==> src/rtl/debouncer_multi_if.sv <==
// Button/debounce bundle between the raw push-button pins and the control logic.
// "release" is a reserved word in SystemVerilog, so the release pulse is named rel.
interface debouncer_multi_if #(
    parameter int CHANNELS = 4
);
    logic [CHANNELS-1:0] button;
    logic [CHANNELS-1:0] level;
    logic [CHANNELS-1:0] press;
    logic [CHANNELS-1:0] rel;
    logic [CHANNELS-1:0] hold;

    modport master (output button, input level, press, rel, hold);
    modport slave  (input button, output level, press, rel, hold);
endinterface

==> src/rtl/debouncer_multi.sv <==
// Multi-channel push-button debouncer: per-channel synchroniser, stability FSM,
// registered press/release pulses and a one-shot long-press pulse.
module debouncer_lane #(
    parameter int SYNC_STAGES    = 2,
    parameter int CNT_WIDTH      = 16,
    parameter int STABLE_COUNT   = 50000,
    parameter int BTN_ACTIVE_LOW = 1,
    parameter int HOLD_WIDTH     = 24,
    parameter int HOLD_CYCLES    = 10000000
) (
    input  logic clk,
    input  logic reset,
    input  logic raw,
    output logic level,
    output logic press,
    output logic rel,
    output logic hold
);
    localparam logic [CNT_WIDTH-1:0]  CNT_LAST = CNT_WIDTH'(STABLE_COUNT - 1);
    localparam logic [HOLD_WIDTH-1:0] HOLD_MAX = HOLD_WIDTH'(HOLD_CYCLES);
    localparam bit                    HOLD_EN  = (HOLD_CYCLES != 0);

    typedef enum logic {STABLE, CONFIRM} state_t;

    state_t                 state;
    logic [SYNC_STAGES-1:0] sync;
    logic [CNT_WIDTH-1:0]   cnt;
    logic [HOLD_WIDTH-1:0]  hcnt;
    logic                   n;
    logic                   s;

    assign n = raw ^ (BTN_ACTIVE_LOW != 0);
    assign s = sync[SYNC_STAGES-1];

    always_ff @(posedge clk) begin
        if (!reset) begin
            state <= STABLE;
            sync  <= '0;
            cnt   <= '0;
            hcnt  <= '0;
            level <= 1'b0;
            press <= 1'b0;
            rel   <= 1'b0;
            hold  <= 1'b0;
        end else begin
            sync  <= {sync[SYNC_STAGES-2:0], n};
            press <= 1'b0;
            rel   <= 1'b0;
            hold  <= 1'b0;
            case (state)
                STABLE: begin
                    if (s != level) begin
                        // A one-sample requirement accepts the change immediately.
                        if (CNT_LAST == '0) begin
                            level <= ~level;
                            press <= ~level;
                            rel   <= level;
                        end else begin
                            cnt   <= CNT_WIDTH'(1);
                            state <= CONFIRM;
                        end
                    end
                end
                CONFIRM: begin
                    if (s == level) begin
                        cnt   <= '0;
                        state <= STABLE;
                    end else if (cnt == CNT_LAST) begin
                        level <= ~level;
                        press <= ~level;
                        rel   <= level;
                        cnt   <= '0;
                        state <= STABLE;
                    end else begin
                        cnt <= cnt + 1'b1;
                    end
                end
                default: begin
                    cnt   <= '0;
                    state <= STABLE;
                end
            endcase
            // Saturating at HOLD_MAX gives exactly one hold pulse per press.
            if (!level || !HOLD_EN) begin
                hcnt <= '0;
            end else if (hcnt != HOLD_MAX) begin
                hcnt <= hcnt + 1'b1;
                hold <= (hcnt == HOLD_MAX - 1'b1);
            end
        end
    end
endmodule

module debouncer_multi #(
    parameter int CHANNELS       = 4,
    parameter int SYNC_STAGES    = 2,
    parameter int CNT_WIDTH      = 16,
    parameter int STABLE_COUNT   = 50000,
    parameter int BTN_ACTIVE_LOW = 1,
    parameter int HOLD_WIDTH     = 24,
    parameter int HOLD_CYCLES    = 10000000
) (
    input logic              clk,
    input logic              reset,
    debouncer_multi_if.slave bus
);
    if (SYNC_STAGES < 2) begin : g_bad_sync
        $fatal(1, "SYNC_STAGES must be at least 2");
    end
    if (STABLE_COUNT < 1 || longint'(STABLE_COUNT) > (longint'(1) << CNT_WIDTH) - 1) begin : g_bad_stable
        $fatal(1, "STABLE_COUNT does not fit in CNT_WIDTH");
    end
    if (HOLD_CYCLES < 0 || longint'(HOLD_CYCLES) > (longint'(1) << HOLD_WIDTH) - 1) begin : g_bad_hold
        $fatal(1, "HOLD_CYCLES does not fit in HOLD_WIDTH");
    end

    logic [CHANNELS-1:0] level;
    logic [CHANNELS-1:0] press;
    logic [CHANNELS-1:0] rel;
    logic [CHANNELS-1:0] hold;

    for (genvar i = 0; i < CHANNELS; i++) begin : g_ch
        debouncer_lane #(
            .SYNC_STAGES   (SYNC_STAGES),
            .CNT_WIDTH     (CNT_WIDTH),
            .STABLE_COUNT  (STABLE_COUNT),
            .BTN_ACTIVE_LOW(BTN_ACTIVE_LOW),
            .HOLD_WIDTH    (HOLD_WIDTH),
            .HOLD_CYCLES   (HOLD_CYCLES)
        ) u_lane (
            .clk  (clk),
            .reset(reset),
            .raw  (bus.button[i]),
            .level(level[i]),
            .press(press[i]),
            .rel  (rel[i]),
            .hold (hold[i])
        );
    end

    assign bus.level = level;
    assign bus.press = press;
    assign bus.rel   = rel;
    assign bus.hold  = hold;
endmodule

==> src/flat_wrapper.sv <==
// flat-port wrapper written by rule: the top's interface ports become plain ports
module debouncer_multi_flat 
#(
    parameter int CHANNELS       = 4,
    parameter int SYNC_STAGES    = 2,
    parameter int CNT_WIDTH      = 16,
    parameter int STABLE_COUNT   = 50000,
    parameter int BTN_ACTIVE_LOW = 1,
    parameter int HOLD_WIDTH     = 24,
    parameter int HOLD_CYCLES    = 10000000
)
  (clk, reset, bus_button, bus_level, bus_press, bus_rel, bus_hold);
  debouncer_multi_if #(.CHANNELS(CHANNELS)) bus_i ();
  input logic clk;
  input logic reset;
  input wire logic [$bits(bus_i.button)-1:0] bus_button;
  output wire logic [$bits(bus_i.level)-1:0] bus_level;
  output wire logic [$bits(bus_i.press)-1:0] bus_press;
  output wire logic [$bits(bus_i.rel)-1:0] bus_rel;
  output wire logic [$bits(bus_i.hold)-1:0] bus_hold;
  assign bus_i.button = bus_button;
  assign bus_level = bus_i.level;
  assign bus_press = bus_i.press;
  assign bus_rel = bus_i.rel;
  assign bus_hold = bus_i.hold;
  debouncer_multi #(.CHANNELS(CHANNELS), .SYNC_STAGES(SYNC_STAGES), .CNT_WIDTH(CNT_WIDTH), .STABLE_COUNT(STABLE_COUNT), .BTN_ACTIVE_LOW(BTN_ACTIVE_LOW), .HOLD_WIDTH(HOLD_WIDTH), .HOLD_CYCLES(HOLD_CYCLES)) u_core (.clk(clk), .reset(reset), .bus(bus_i));
endmodule
==> config.mk <==
export PLATFORM = sky130hd
export DESIGN_NAME = debouncer_multi_flat
export DESIGN_NICKNAME = d
export VERILOG_FILES = /design/src/rtl/debouncer_multi_if.sv /design/src/rtl/debouncer_multi.sv /design/src/flat_wrapper.sv
export SDC_FILE = /design/constraint.sdc
export NUM_CORES = 1
export LEC_CHECK = 0
export ABC_AREA = 1
export BUFFER_PORTS_ARGS = -buffer_cell sky130_fd_sc_hd__buf_2
export CORE_UTILIZATION = 55
export CTS_BUF_LIST = sky130_fd_sc_hd__clkbuf_16
export DETAILED_ROUTE_END_ITERATION = 6
export PLACE_DENSITY = 0.71
export SYNTH_ARGS = -nofsm -noshare
export SYNTH_HDL_FRONTEND = slang
export SYNTH_HIERARCHICAL = 1
export SYNTH_SLANG_ARGS = --single-unit
==> constraint.sdc <==
create_clock -name clk -period 1.84 [get_ports clk]
set_input_delay 0.092 -clock clk [delete_from_list [all_inputs] [get_ports clk]]
set_output_delay 0.092 -clock clk [all_outputs]
set_load 0.02 [all_outputs]
After elaboration in Yosys (flattened, before gate mapping)
Index checks and enable logic that the tools add are counted.

storage, ports and cells
  register bits after elaboration = 188
  bits of input ports = 6
  output and inout port bits = 16
  word-level logic and storage cells = 133

operators by class
  add/sub/neg operators = 8
  equality and inequality tests = 24
  muxes and demuxes = 32
  bitwise gates (word level) = 21
  reduce and logical (&&, ||, !) cells = 16

operators by type and width
  operator                 number
  $mux W16                 12
  $pmux W16 S2             4
  $add A24 B1 Y24 const B  4
  $eq A24 B24 Y1 const B   4
  $ne A24 B24 Y1 const B   4
  $add A16 B1 Y16 const B  4
  $eq A16 B16 Y1 const B   4
  $reduce_and A3 Y1        8
  $not A1 Y1               21
  $reduce_or A4 Y1         4
  $mux W1                  12
  $ne A2 B2 Y1 const B     4
  $pmux W1 S2              4
  $reduce_and A2 Y1        4
  $eq A1 B1 Y1             4
  $ne A1 B1 Y1             4

Logic depth before layout (Yosys ltp)
  depth after elaboration = 4
  depth in mapped cells = 10
  depth with buffers taken out = 10

Modules after synthesis
Netlist, hierarchy kept.

modules (own cells, without submodules)
  module                                       instances  cells an instance  area each (µm²)  seq. area each (µm²)
  debouncer_lane at u_core.g_ch[0].u_lane ...  3          385                2,469.9          940.9
  debouncer_lane at u_core.g_ch[3].u_lane      1          387                2,568.7          940.9

Worst setup path after synthesis
OpenSTA, ideal clock, no wires.

  path type = register to register
  start = register u_core.g_ch[0].u_lane.hcnt[0]
  end = register u_core.g_ch[0].u_lane.hcnt[20]
  setup time = 0.113 ns
  data arrival time = 1.242 ns
  data required time = 1.727 ns
  slack = 0.485 ns
  cell stages (with the launch flop) = 11
  buffers on the path = 0
  clock period less this slack = 1.355 ns
  cell sequence = dfxtp_1 -> ha_1 -> nand2_1 -> nor2_1 -> nand2_1 -> nor2_1 -> nand2_1 -> nor2_1 -> nand2_1 -> nand2_1 -> nor2_1

on the way
  word-level cells in the longest chain between the ends = 1
  elaborated cells on any way between the ends = 2
  those cells by class = add/sub (1); eq/ne (1)

ends and longest elaborated chain
  what                                               RTL line                                      RTL
  from (decl)                                        debouncer_multi.sv:28                         logic [HOLD_WIDTH-1:0] hcnt;
  from (signal assigned)                             debouncer_multi.sv:87                         hcnt <= hcnt + 1'b1;
  $add A24 B1 Y24 or $ne A24 B24 Y1 (tied branches)  debouncer_multi.sv:87, debouncer_multi.sv:86

Several ways; a longest one is shown, not always the timed one.
A chain may end at the register's enable or synchronous reset.

Worst setup path in the final report
  start = register u_core.g_ch[2].u_lane.cnt[0]
  end = register u_core.g_ch[2].u_lane.cnt[8]

on the way
  word-level cells in the longest chain between the ends = 4
  elaborated cells on any way between the ends = 5
  those cells by class = add/sub (1); eq/ne (1); mux (3)

ends and longest elaborated chain
  what                                               RTL line                                      RTL
  from (decl)                                        debouncer_multi.sv:27                         logic [CNT_WIDTH-1:0] cnt;
  from (signal assigned)                             debouncer_multi.sv:75                         cnt <= cnt + 1'b1;
  $add A16 B1 Y16 or $eq A16 B16 Y1 (tied branches)  debouncer_multi.sv:75, debouncer_multi.sv:68
  $mux W16 *                                         debouncer_multi.sv:68                         end else if (cnt == CNT_LAST) begin
  $mux W16 *                                         debouncer_multi.sv:65                         if (s == level) begin
  $pmux W16 S2 *                                     debouncer_multi.sv:50                         case (state)

Mark *: on every way between the ends. The rest lies on a longest branch, timed or not.

==> flow_summary_export.csv <==
group,metric,value,unit
sta,setup_violations,0,
finish,fin_cells,1815,
finish,multi_input_area,5360,um^2
finish,n_antenna_cell,0,
pwr,p_total,7.79,mW
sta,drv_slew,0,
yosys,synth_seq_area_share,37.7,%
sta,rsz0062_at_grt,"false",
yosys,synth_top_cell_area_share,37.7,%
yosys,synth_seq_cells,188,
sta,min_period,1.59,ns
pwr,power.internal,6.12,mW
finish,final_util,62.8,%
yosys,synth_top_area_cell,"dfxtp_1",
sta,fin_ws,0.251,ns
detailed_routing,dr.pass1.iters,5,
detailed_routing,drc_errors,0,
yosys,yosysUniqueCellTypes,36,
yosys,async_reset_ff_share,0,%
global_route,grt_max_degree,24,
finish,seq_area,3760,um^2
clocking,cts_root_buffer,"clkbuf_16",
sta,hold_viol,0,
place,port_buffers,21,
yosys,synth_top_flop_cell,"dfxtp_1",
pwr,p_sw,1.66,mW
pwr,p_per_area,709,nW/um^2
clocking,post_cts_buffers,0,
place,placed_cell_area,10400,um^2
detailed_routing,antenna_left,0,
sta,fin_hold_ws,0.355,ns
clocking,insertion_delay,0.43,ns
yosys,synth_most_common_cell,"nand2_1",
flow_run,drv_cap,0,
yosys,avgSynthCellArea,6.47,um^2
critical_path,critical_path.max_fanout,8,
finish,drive_gt1_share,8.68,%
detailed_routing,wl_per_cell,11.5,um
clocking,htreeDepth,4,
sta,max_freq,0.629,GHz
finish,nets,1595,
hold_path,hold_class,"in2reg",
yosys,synth_fp_nets,1560,
die,dieWidth,137,um
place,dp.cells,1778,
clocking,clock-sinks,188,
pwr,ir_drop,0.607,mV
critical_path,startpoint_type,"flip-flop",
clocking,clk_pin_slew_worst_paths,0.07,ns
place,place.gp.congestion,0.937,
detailed_routing,routed-via-count,9288,
clocking,cts_buffer_depth,2,
critical_path,critPathCaptureType,"flip-flop",
critical_path,required,2.13,ns
die,io_pins,22,
die,die_y,137,um
critical_path,crit_top_cell,"nand2_1",
finish,fill_cells,1646,
place,dpl.hpwl,15300,um
run_status,status,"finished, final reports clean",
detailed_routing,wirelength,20800,um
pwr,pwr-share-clk,45.8,%
critical_path,critPathKind,"reg2reg",
die,rows,48,
critical_path,path_buf_inv,1,
sta,fin_crit_sh,86.3,%
global_route,track_usage,23.5,%
yosys,yosys_warnings,6,
sta,tns,0,ns
clocking,tritoncts,"done",
die,initial_core_util,57.1,%
global_route,grt_pass1_wl,35800,um
critical_path,critical_path.top_delay_family,"simple AND/OR/NAND/NOR gates",
yosys,synth_area_leaders,"dfxtp_1 (38%), nand2_1 (15%), nor2_1 (10%)",
global_route,grt_pass1_vias,8096,
finish,final_area,11000,um^2
critical_path,slowest_stage,"dfxtp_1",
pwr,pwr-share-comb,1.6,%
pwr,power_frac_seq,52.6,%
global_route,antenna_found_initial,0,
yosys,synth_edf_count,0,
critical_path,slowest_delay,0.40,ns
detailed_routing,via_per_inst,5.12,
pwr,p_leak,3.95,nW
yosys,syn_inst,1542,
die,dieArea,18700,um^2
critical_path,critical_path_arrival,1.88,ns
clocking,cts_buffers,17,
detailed_routing,drt_iter0_drc,478,
finish,syn2layout_area_growth,10.0,%
sta,tightest_slew,0.496,ns
place,dpl_worst_slack,0.283,ns
die,core_area,17500,um^2
sta,clock_skew,0.00833,ns
yosys,synth_common_cells,"nand2_1 (398), nor2_1 (279), dfxtp_1 (188), inv_1 (188), nand3_1 (114)",
critical_path,path_cells,"ha_1, nand3_1, nor2_1, nand2_1, nand2_2, inv_2, nand2_1, a21oi_1",
yosys,syn_area,9980,um^2
pwr,p_sw_share,21.4,%
sta,slew-limit-headroom,66.9,%
global_route,grt_overflow,0,
==> final timing paths <==
| path | endpoint | slack, ns | depth (start not counted) | startpoint |
|---|---|---|---|---|
| setup / recovery | u_core/g_ch[2].u_lane/cnt[8] | 0.25 | 8 | u_core/g_ch[2].u_lane/cnt[0] |
| hold / removal | u_core/g_ch[2].u_lane/sync[0] | 0.35 | 3 | bus_button[2] |
| setup reg to reg | u_core/g_ch[2].u_lane/cnt[8] | 0.25 | 8 | u_core/g_ch[2].u_lane/cnt[0] |
| hold reg to reg | u_core/g_ch[0].u_lane/sync[1] | 0.41 | 2 | u_core/g_ch[0].u_lane/sync[0] |
==> routing by layer <==
| metal | wire (um) | global-route usage, % | part of all wire (%) | up-vias |
|---|---|---|---|---|
| met4 | 180 | 5.99 | 0.86 | 0 |
| li1 | - | - | - | 5011 |
| met5 | 0 | 0 | 0 | - |
| met3 | 663 | 4.19 | 3.2 | 13 |
| met1 | 10400 | 31.0 | 50 | 4135 |
| met2 | 9610 | 39.3 | 46 | 129 |
==> layout make-up <==
type | instances | area share [%]
inverters | 202 | 6.93
well taps | 225 | 2.56
clock buffers | 17 | 3.88
multi-input cells | 1133 | 48.9
flip-flops and latches | 188 | 34.3
clock inverters | 15 | 1.35
repair buffers | 35 | 2.14
==> tightest hold or removal path, delay by kind of cell <==
kind                   cells  cell delay [ns]
AND/OR/NAND/NOR            1             0.03
buffers and inverters      2             0.61
==> what timing repair did <==
item	CTS	global route
hold endpoints to repair	7	0
hold buffers	5	0
gates resized for setup	0	0
==> layout by cell type (no fill, tap or decap), drive strengths merged <==
| cell type | count |
|---|---|
| nand2 | 415 |
| o211ai | 4 |
| xor2 | 13 |
| inv | 204 |
| a21o | 8 |
| dfxtp | 188 |
| xnor2 | 8 |
| o21ai | 44 |
| bufinv | 2 |
| nand4 | 57 |
| nor2 | 298 |
| clkinvlp | 2 |
| clkinv | 9 |
| nor3b | 1 |
| buf | 30 |
| clkbuf | 17 |
| nor3 | 28 |
| nand3b | 3 |
| o2111ai | 4 |
| and2 | 4 |
| nand3 | 122 |
| dlygate4sd3 | 5 |
| o21a | 3 |
| ha | 12 |
| a21oi | 109 |
==> logic make-up (layout without fill, tap and decap cells) <==
group | after synthesis | in the layout | share of synthesized area [%]
buffers and inverters | 221 | 269 | 8.54
AOI/OAI and AO/OA | 172 | 172 | 9.20
adders and majority gates | 12 | 12 | 1.50
DFF | 188 | 188 | 37.7
xor gates and xnor gates | 21 | 21 | 1.84
and+or+nand+nor | 928 | 928 | 41.2
==> registers in the layout (all words and copies together) (netlist names) <==
signal,cells
u_core/g_ch.u_lane/cnt,64
u_core/g_ch.u_lane/hcnt,96
u_core/g_ch.u_lane/hold,4
u_core/g_ch.u_lane/level,4
u_core/g_ch.u_lane/press,4
u_core/g_ch.u_lane/rel,4
u_core/g_ch.u_lane/state,4
u_core/g_ch.u_lane/sync,8
==> power groups by stage <==
stage	registers (mW)	clock network, mW	logic [mW]
after floorplan	4.19	0	0.0805
after global placement	4.19	0	0.117
after detailed placement	4.19	0	0.118
after CTS	4.09	3.67	0.126
after global routing	4.10	3.85	0.140
final	4.10	3.56	0.125
(Power assumes the default switching activity.)
